## src/rtl/nibble_serial_addsub.sv

```systemverilog
// ---------------------------------------------------------------------------
// nibble_serial_addsub
//   Multi-precision add/subtract sequencer. A single 4-bit add/sub slice
//   (adder4sub) is reused once per cycle, LSB nibble first. The carry is
//   chained between cycles through a register, so a W = 4*NIBBLES bit result
//   needs no extra adder hardware.
//
// Ports
//   clk        in  1  rising-edge clock
//   rst        in  1  synchronous, active-high reset (priority over start)
//   start      in  1  request; accepted only while busy = 0
//   sub        in  1  0: A+B, 1: A-B (sampled with start)
//   a_in       in  W  operand A (sampled with start)
//   b_in       in  W  operand B (sampled with start)
//   busy       out 1  high while an operation is in progress
//   done       out 1  one-cycle pulse; result/carry_out/overflow updated
//   result     out W  sum/difference mod 2^W, held until the next done
//   carry_out  out 1  final carry; for sub, 1 means no borrow (A >= B)
//   overflow   out 1  two's-complement overflow of the W-bit operation
// ---------------------------------------------------------------------------

// 4-bit ripple add/sub slice. The stage-0 carry-in is tied to m and b is
// inverted when m = 1, so the slice computes a + (b ^ {4{m}}) + m.
// The c_in pin exists on the slice but does not affect the sum.
module adder4sub (
    input  logic [3:0] a,
    input  logic [3:0] b,
    input  logic       m,
    input  logic       c_in,
    output logic [3:0] s,
    output logic       c_out
);
    logic [4:0] c;
    logic [3:0] bx;

    always_comb begin
        bx   = b ^ {4{m}};
        // (c_in & m) is absorbed by m: the pin is present but inert.
        c    = '0;
        c[0] = m | (c_in & m);
        s    = '0;
        for (int i = 0; i < 4; i++) begin
            s[i]     = a[i] ^ bx[i] ^ c[i];
            c[i + 1] = (a[i] & bx[i]) | (a[i] & c[i]) | (bx[i] & c[i]);
        end
        c_out = c[4];
    end
endmodule

module nibble_serial_addsub #(
    parameter int NIBBLES = 4
) (
    input  logic                   clk,
    input  logic                   rst,
    input  logic                   start,
    input  logic                   sub,
    input  logic [4*NIBBLES-1:0]   a_in,
    input  logic [4*NIBBLES-1:0]   b_in,
    output logic                   busy,
    output logic                   done,
    output logic [4*NIBBLES-1:0]   result,
    output logic                   carry_out,
    output logic                   overflow
);
    localparam int W     = 4 * NIBBLES;
    localparam int CNT_W = (NIBBLES > 2) ? $clog2(NIBBLES) : 1;
    localparam logic [CNT_W-1:0] LAST = CNT_W'(NIBBLES - 1);

    typedef enum logic {IDLE, RUN} state_t;

    state_t             state_q, state_d;
    logic [CNT_W-1:0]   cnt_q, cnt_d;
    logic               carry_q, carry_d;
    logic               done_q, done_d;
    logic [W-1:0]       result_q, result_d;
    logic               carry_out_q, carry_out_d;
    logic               overflow_q, overflow_d;

    // Operand/accumulator storage carries no reset: only control is reset.
    logic [W-1:0]       a_q, a_d;
    logic [W-1:0]       b_q, b_d;
    logic               sub_q, sub_d;
    logic [W-5:0]       acc_q, acc_d;

    logic [3:0]         a_nib, b_nib, y_nib, s_nib;
    logic               s_cout;

    // Current nibble select and slice drive. Feeding y ^ {4{c}} with m = c
    // makes the slice add y plus an arbitrary carry c.
    always_comb begin
        a_nib = a_q[{cnt_q, 2'b00} +: 4];
        b_nib = b_q[{cnt_q, 2'b00} +: 4];
        y_nib = sub_q ? ~b_nib : b_nib;
    end

    adder4sub u_slice (
        .a     (a_nib),
        .b     (y_nib ^ {4{carry_q}}),
        .m     (carry_q),
        .c_in  (1'b0),
        .s     (s_nib),
        .c_out (s_cout)
    );

    always_comb begin
        state_d     = state_q;
        cnt_d       = cnt_q;
        carry_d     = carry_q;
        done_d      = 1'b0;
        result_d    = result_q;
        carry_out_d = carry_out_q;
        overflow_d  = overflow_q;
        a_d         = a_q;
        b_d         = b_q;
        sub_d       = sub_q;
        acc_d       = acc_q;

        case (state_q)
            IDLE: begin
                if (start) begin
                    a_d     = a_in;
                    b_d     = b_in;
                    sub_d   = sub;
                    cnt_d   = '0;
                    carry_d = sub;
                    state_d = RUN;
                end
            end
            RUN: begin
                carry_d = s_cout;
                if (cnt_q == LAST) begin
                    result_d    = {s_nib, acc_q};
                    carry_out_d = s_cout;
                    // Signed overflow: same-sign addends, sum sign differs.
                    overflow_d  = (a_nib[3] == y_nib[3]) && (s_nib[3] != a_nib[3]);
                    done_d      = 1'b1;
                    state_d     = IDLE;
                end else begin
                    acc_d[{cnt_q, 2'b00} +: 4] = s_nib;
                    cnt_d = cnt_q + 1'b1;
                end
            end
            default: state_d = IDLE;
        endcase
    end

    always_ff @(posedge clk) begin
        if (rst) begin
            state_q     <= IDLE;
            cnt_q       <= '0;
            carry_q     <= 1'b0;
            done_q      <= 1'b0;
            result_q    <= '0;
            carry_out_q <= 1'b0;
            overflow_q  <= 1'b0;
        end else begin
            state_q     <= state_d;
            cnt_q       <= cnt_d;
            carry_q     <= carry_d;
            done_q      <= done_d;
            result_q    <= result_d;
            carry_out_q <= carry_out_d;
            overflow_q  <= overflow_d;
        end
    end

    always_ff @(posedge clk) begin
        a_q   <= a_d;
        b_q   <= b_d;
        sub_q <= sub_d;
        acc_q <= acc_d;
    end

    assign busy      = (state_q == RUN);
    assign done      = done_q;
    assign result    = result_q;
    assign carry_out = carry_out_q;
    assign overflow  = overflow_q;
endmodule
```

## config.mk

```make
export PLATFORM = sky130hd
export DESIGN_NAME = nibble_serial_addsub
export DESIGN_NICKNAME = d
export VERILOG_FILES = /design/src/rtl/nibble_serial_addsub.sv
export SDC_FILE = /design/constraint.sdc
export NUM_CORES = 1
export LEC_CHECK = 0
export CAP_MARGIN = 30
export CORE_ASPECT_RATIO = 0.75
export CORE_UTILIZATION = 56
export DETAILED_ROUTE_END_ITERATION = 8
export DONT_BUFFER_PORTS = 1
export PLACE_DENSITY_LB_ADDON = 0.15
export SLEW_MARGIN = 40
export SYNTH_ARGS = -nofsm -noshare
export SYNTH_HDL_FRONTEND = slang
export SYNTH_SLANG_ARGS = --single-unit
```

## constraint.sdc

```tcl
create_clock -name clk -period 3.06 [get_ports clk]
set_clock_uncertainty 0.2 [all_clocks]
set_input_delay 0.459 -clock clk [delete_from_list [all_inputs] [get_ports clk]]
set_output_delay 0.459 -clock clk [all_outputs]
set_load 0.02 [all_outputs]
```

**Yosys cells after proc, flatten, opt, wreduce, memory -nomap -nowiden**

Index checks and enable logic that the tools add are counted.

- Register bits: 68
- Bits in latches: 0
- Bits in writable memories: 0
- Bits in read-only memories: 0
- Bits of input ports: 36
- Output and inout bits: 20
- Memories: 0

- Add/sub/neg operators: 2
- $mul: 0
- Div/mod/pow operators: 0
- Order comparisons: 0
- Equality and inequality tests: 5
- Shift-type cells: 4
- Multiplexer cells: 11
- Bitwise logic cells: 33
- Reductions and logical operators: 6

Operators by type and width:

| cell | number |
|---|---|
| $shiftx A16 B5 Y4 | 2 |
| $and A1 B1 Y1 | 12 |
| $bwmux W12 | 1 |
| $shift A4 B6 Y12 const A | 1 |
| $shiftx A4 B6 Y12 | 1 |
| $or A1 B1 Y1 | 8 |
| $reduce_and A2 Y1 | 4 |
| $xor A1 B1 Y1 | 8 |
| $xor A4 B4 Y4 | 2 |
| $neg A4 Y6 | 1 |
| $mux W1 | 4 |
| $mux W2 | 2 |
| $mux W4 | 1 |
| $ne A2 B2 Y1 const B | 2 |
| $not A4 Y4 | 1 |
| $pmux W1 S2 | 2 |
| $pmux W2 S2 | 1 |
| $add A2 B1 Y2 const B | 1 |
| $eq A2 B2 Y1 const B | 1 |
| $not A1 Y1 | 2 |
| $reduce_or A2 Y1 | 1 |
| $eq A1 B1 Y1 | 1 |
| $logic_and A1 B1 Y1 | 1 |
| $ne A1 B1 Y1 | 1 |

**Depth between registers and ports, before layout**

- Depth after elaboration: 18
- Gate-level depth with buffers: 13
- Depth with buffers taken out: 12

**Cells and area by module**

Synthesis repeated with hierarchy kept, for this count alone.

- Cells, all modules: 204
- Area total of the unflattened synthesis: 2781.4 sq um

Modules (own cells, without submodules):

| module | instances | cells each | area an instance (sq um) | sequential area each (sq um) |
|---|---|---|---|---|
| nibble_serial_addsub | 1 | 186 | 2611.3 | 1811.7 |
| adder4sub | 1 | 18 | 170.2 | 0.0 |

**Worst setup path before layout**

Ideal clock, no wire load.

- Kind: reg-to-reg
- Start point: register cnt_q[0]
- End point: register overflow_q (netlist: overflow)
- Arrival: 2.888 ns
- Path slack: -0.111 ns
- Cell stages (with the launch flop): 14
- Buffers on the path: 1
- Clock period less this slack: 3.171 ns
- Cell sequence: dfxtp_1 -> buf_6 -> mux4_2 -> xnor2_2 -> o21ai_0 -> o21ai_0 -> fa_1 -> inv_1 -> fa_1 -> inv_1 -> fa_1 -> nor3_1 -> nand3_1 -> o221ai_1

- Longest elaborated chain between the ends: 17
- Elaborated cells on any way between the ends: 28
- Those cells by class: eq/ne: 3; shift: 2; mux: 1; bitwise: 20; reduce/logical: 2

RTL lines:

| what | line | text |
|---|---|---|
| from (decl) | 72 | `logic [CNT_W-1:0] cnt_q, cnt_d;` |
| from (signal assigned) | 158 | `cnt_q <= cnt_d;` |
| $shiftx A16 B5 Y4 | 92 | `b_nib = b_q[{cnt_q, 2'b00} +: 4];` |
| $not A4 Y4 | 93 | `y_nib = sub_q ? ~b_nib : b_nib;` |
| $mux W4 | 93 |  |
| $xor A4 B4 Y4 | 98 | `.b (y_nib ^ {4{carry_q}}),` |
| $xor A4 B4 Y4 | 37 | `bx = b ^ {4{m}};` |
| $and A1 B1 Y1 | 44 | `c[i + 1] = (a[i] & bx[i]) \| (a[i] & c[i]) \| (bx[i] & c[i]);` |
| $or A1 B1 Y1 (2 in series) | 44 |  |
| $and A1 B1 Y1 | 44 |  |
| $or A1 B1 Y1 (2 in series) | 44 |  |
| $and A1 B1 Y1 | 44 |  |
| $or A1 B1 Y1 (2 in series) | 44 |  |
| $xor A1 B1 Y1 | 43 | `s[i] = a[i] ^ bx[i] ^ c[i];` |
| $ne A1 B1 Y1 | 135 | `overflow_d = (a_nib[3] == y_nib[3]) && (s_nib[3] != a_nib[3]);` |
| $logic_and A1 B1 Y1 | 135 |  |
| to (signal assigned) | 163 | `overflow_q <= overflow_d;` |
| to (decl) | 77 | `logic overflow_q, overflow_d;` |

Several ways; a longest one is shown, not always the timed one.
A chain may end at the register's enable or synchronous reset.

**Worst setup path in the final report**

Ends and elaborated chain as after synthesis.

==> impl_metrics.yaml <==
outcome:
  status: "finished, violations left"
  violations: "negative setup slack"
route:
  viasPerCell: 5.54
  drtAntennaViolNets: 0
  initialDrtViolationCount: 170
  firstDrtPassIters: 4
  drt-total-wl_um: 5510
  wire_per_inst_um: 17.9
  drc: 0
  via_count: 1705
setup_path:
  start_kind: "flip-flop"
  cp.arrival_ns: 3.22
  cp.required_ns: 3.12
  r2r_setup_slack_ns: -0.10
  crit_fanout: 5
  end_kind: "flip-flop"
  path_class: "flip-flop to flip-flop"
  reg2reg_from: "cnt_q[0]"
  cp-endpoint: "overflow"
  setup.worst_path.start: "cnt_q[0]"
  reg2reg_depth: 11
  r2r-end: "overflow"
synth:
  netlist.area_leader.share: 0.506
  synth_cells: 196
  synth_warnings: 0
  yosys.area.top_type: "edfxtp_1"
  syn-cell-area_um2: 2670
  synth_seq_cells: 68
  syn_nets: 240
  ys_types: 27
  seq_area_frac_synth: 0.679
  syn_avg_cell_area_um2: 13.6
  synth_area_leaders: "edfxtp_1 (51%), dfxtp_1 (17%), mux4_2 (6.7%), nand2_1 (3.8%), nor2_1 (3.1%)"
floorplanning:
  initial_utilization: 0.591
  placementRows: 21
  die_area_um2: 5050
  core-area_um2: 4520
  dieHeight_um: 61.8
  fp.dieW_um: 81.7
  num_io_pins: 56
grt:
  grt_antenna_before_repair: 0
  grt_max_degree: 34
  grt_pass1_vias: 1642
  grt_overflow: 0
  grt_first_pass_wirelength_um: 8120
  grt_use_total: 0.244
final_layout:
  drive_gt1_frac: 0.199
  final_common_cell: "edfxtp_1"
  antenna_cells: 0
  syn2layout_area_growth_pct: 25.5
  fin_nets: 290
  layout_common_cells: "edfxtp_1 (45), dlygate4sd3_1 (33), nand2_1 (27), dfxtp_1 (22), nor2_1 (21)"
power_and_ir_drop:
  p_leak_nw: 1.18
  seqPwrFrac: 0.529
  comb_power_share: 0.150
  power_switching_w: 0.000497
  sw_frac_of_total: 0.251
  ir_drop_uv: 406
  cellPowerDensity_nw_per_um2: 591
  power_frac_clock: 0.321
  p_int_w: 0.00149
  power_w: 0.00198
place:
  dpl.hpwl_um: 3320
  portBuffers: 0
  gp_congestion: 0.799
  dp_slack_ns: -0.0935
sta:
  fmax_ghz: 0.316
  drv_slew: 0
  tns_ns: -0.367
  setup_ws_ns: -0.102
  worst_pin_slew_ns: 0.558
  timing.final.crit_share: 1.03
  holdWs_ns: 0.153
  slew-limit-headroom: 0.627
  period_needed_ns: 3.16
  finalHoldViolCount: 0
  setup_violations: 4
  grt_setup_unrepaired: "true"
cts:
  cts.sinks: 68
  insertion_delay_ns: 0.34
  cts-buffers-inserted: 9
  cts-root-buf: "clkbuf_8"
  htreeDepth: 3
  tritoncts: "yes"
  clk_path_buf_depth: 2
  clk_pin_slew_ns: 0.07
flow_run:
  cap_violations: 0
hold_path:
  holdCritPathClass: "primary input to flip-flop"
## worst max-delay path: stages (launching register included)
cell and delay (ns):
dfxtp_4 0.37, mux4_2 0.53, xnor2_2 0.16, o21ai_1 0.12
o21ai_2 0.10, fa_2 0.40, inv_2 0.06, fa_1 0.15
inv_1 0.05, fa_2 0.59, nand4b_1 0.15, o221ai_2 0.20
## flip-flops by register name, summed over array words and instances, names as in the netlist
| name | cells |
|---|---|
| done | 1 |
| busy | 1 |
| cnt_q | 2 |
| overflow | 1 |
| carry_q | 1 |
| sub_q | 1 |
| acc_q | 12 |
| result | 16 |
| b_q | 16 |
| a_q | 16 |
| carry_out | 1 |
## layout make-up
type,count,area [um^2]
inverter,10,37.5
fill,285,1170
tap,57,71.3
clock inverter,4,25.0
clock buffer,12,145
multi-input combinational,109,812
sequential,68,1820
timing repair buffer,48,444
## Yosys cell counts
library cell   n
inv_1         10
nand2b_1       1
clkbuf_1       7
and2_1         4
a22oi_1        1
nand4b_1       1
fa_1           3
nor2_1        22
xnor2_2        1
mux4_2         8
or3_1          2
nand3_1        2
nor3_1         2
a211oi_2       1
buf_6          1
a21oi_1       13
o221ai_1       1
o21ai_0        3
buf_2          1
nand2_1       27
ha_1           5
dfxtp_1       23
nor2b_1        2
xnor2_1        4
a211oi_1       5
edfxtp_1      45
xor2_1         1
## worst min path at each step
stage	start	to	slack, ns	cells past startpoint
after floorplan	acc_q[0]	result[0]	0.27	2
after global placement	acc_q[8]	result[8]	0.28	2
after detailed placement	acc_q[9]	result[9]	0.29	2
after CTS	start	busy	0.14	2
after global routing	start	carry_q	0.15	2
final	start	busy	0.15	2
## cell families after synthesis
| kind of cell | count (synthesis) | synth area share |
|---|---|---|
| flip-flops | 68 | 0.679 |
| AND/OR/NAND/NOR | 63 | 0.101 |
| AO/OA/AOI/OAI | 24 | 0.0548 |
| buffers and inverters | 19 | 0.0300 |
| multiplexers | 8 | 0.0675 |
| adder cells (fa/ha/maj) | 8 | 0.0459 |
| XOR/XNOR | 6 | 0.0225 |
## power by group through the flow
stage | sequential, W | combinational [W] | clock, W
floorplan | 0.00106 | 0.000147 | 0
global placement | 0.00107 | 0.000193 | 0
detailed placement | 0.00107 | 0.000204 | 0
CTS | 0.00105 | 0.000278 | 0.000646
global route | 0.00105 | 0.000321 | 0.000685
finish | 0.00105 | 0.000297 | 0.000637
## routing by layer
| layer | GRT usage | share of wire | vias to the layer above |
|---|---|---|---|
| met3 | 0.102 | 0.066 | 20 |
| met2 | 0.392 | 0.49 | 66 |
| met5 | 0 | 0 | - |
| met4 | 0.120 | 0.028 | 0 |
| met1 | 0.288 | 0.42 | 834 |
| li1 | - | - | 785 |
## per-stage QoR
step                      utilization  instances  cell area, um^2
after floorplan                     -        196             2670
after global placement          0.610        251             2760
after detailed placement        0.610        251             2760
after CTS                       0.737        306             3330
after global routing            0.741        308             3350
final                           0.741        308             3350
## timing repair
item                                    4_1_cts  5_1_grt
endpoints found under the hold margin        55        0
hold buffers                                 34        0
buffers inserted                              5        2
resized for setup                             8        3
pin swaps                                     5        4
endpoints found under the setup margin        1        5
No activity file was read; power rests on OpenSTA's default activity.
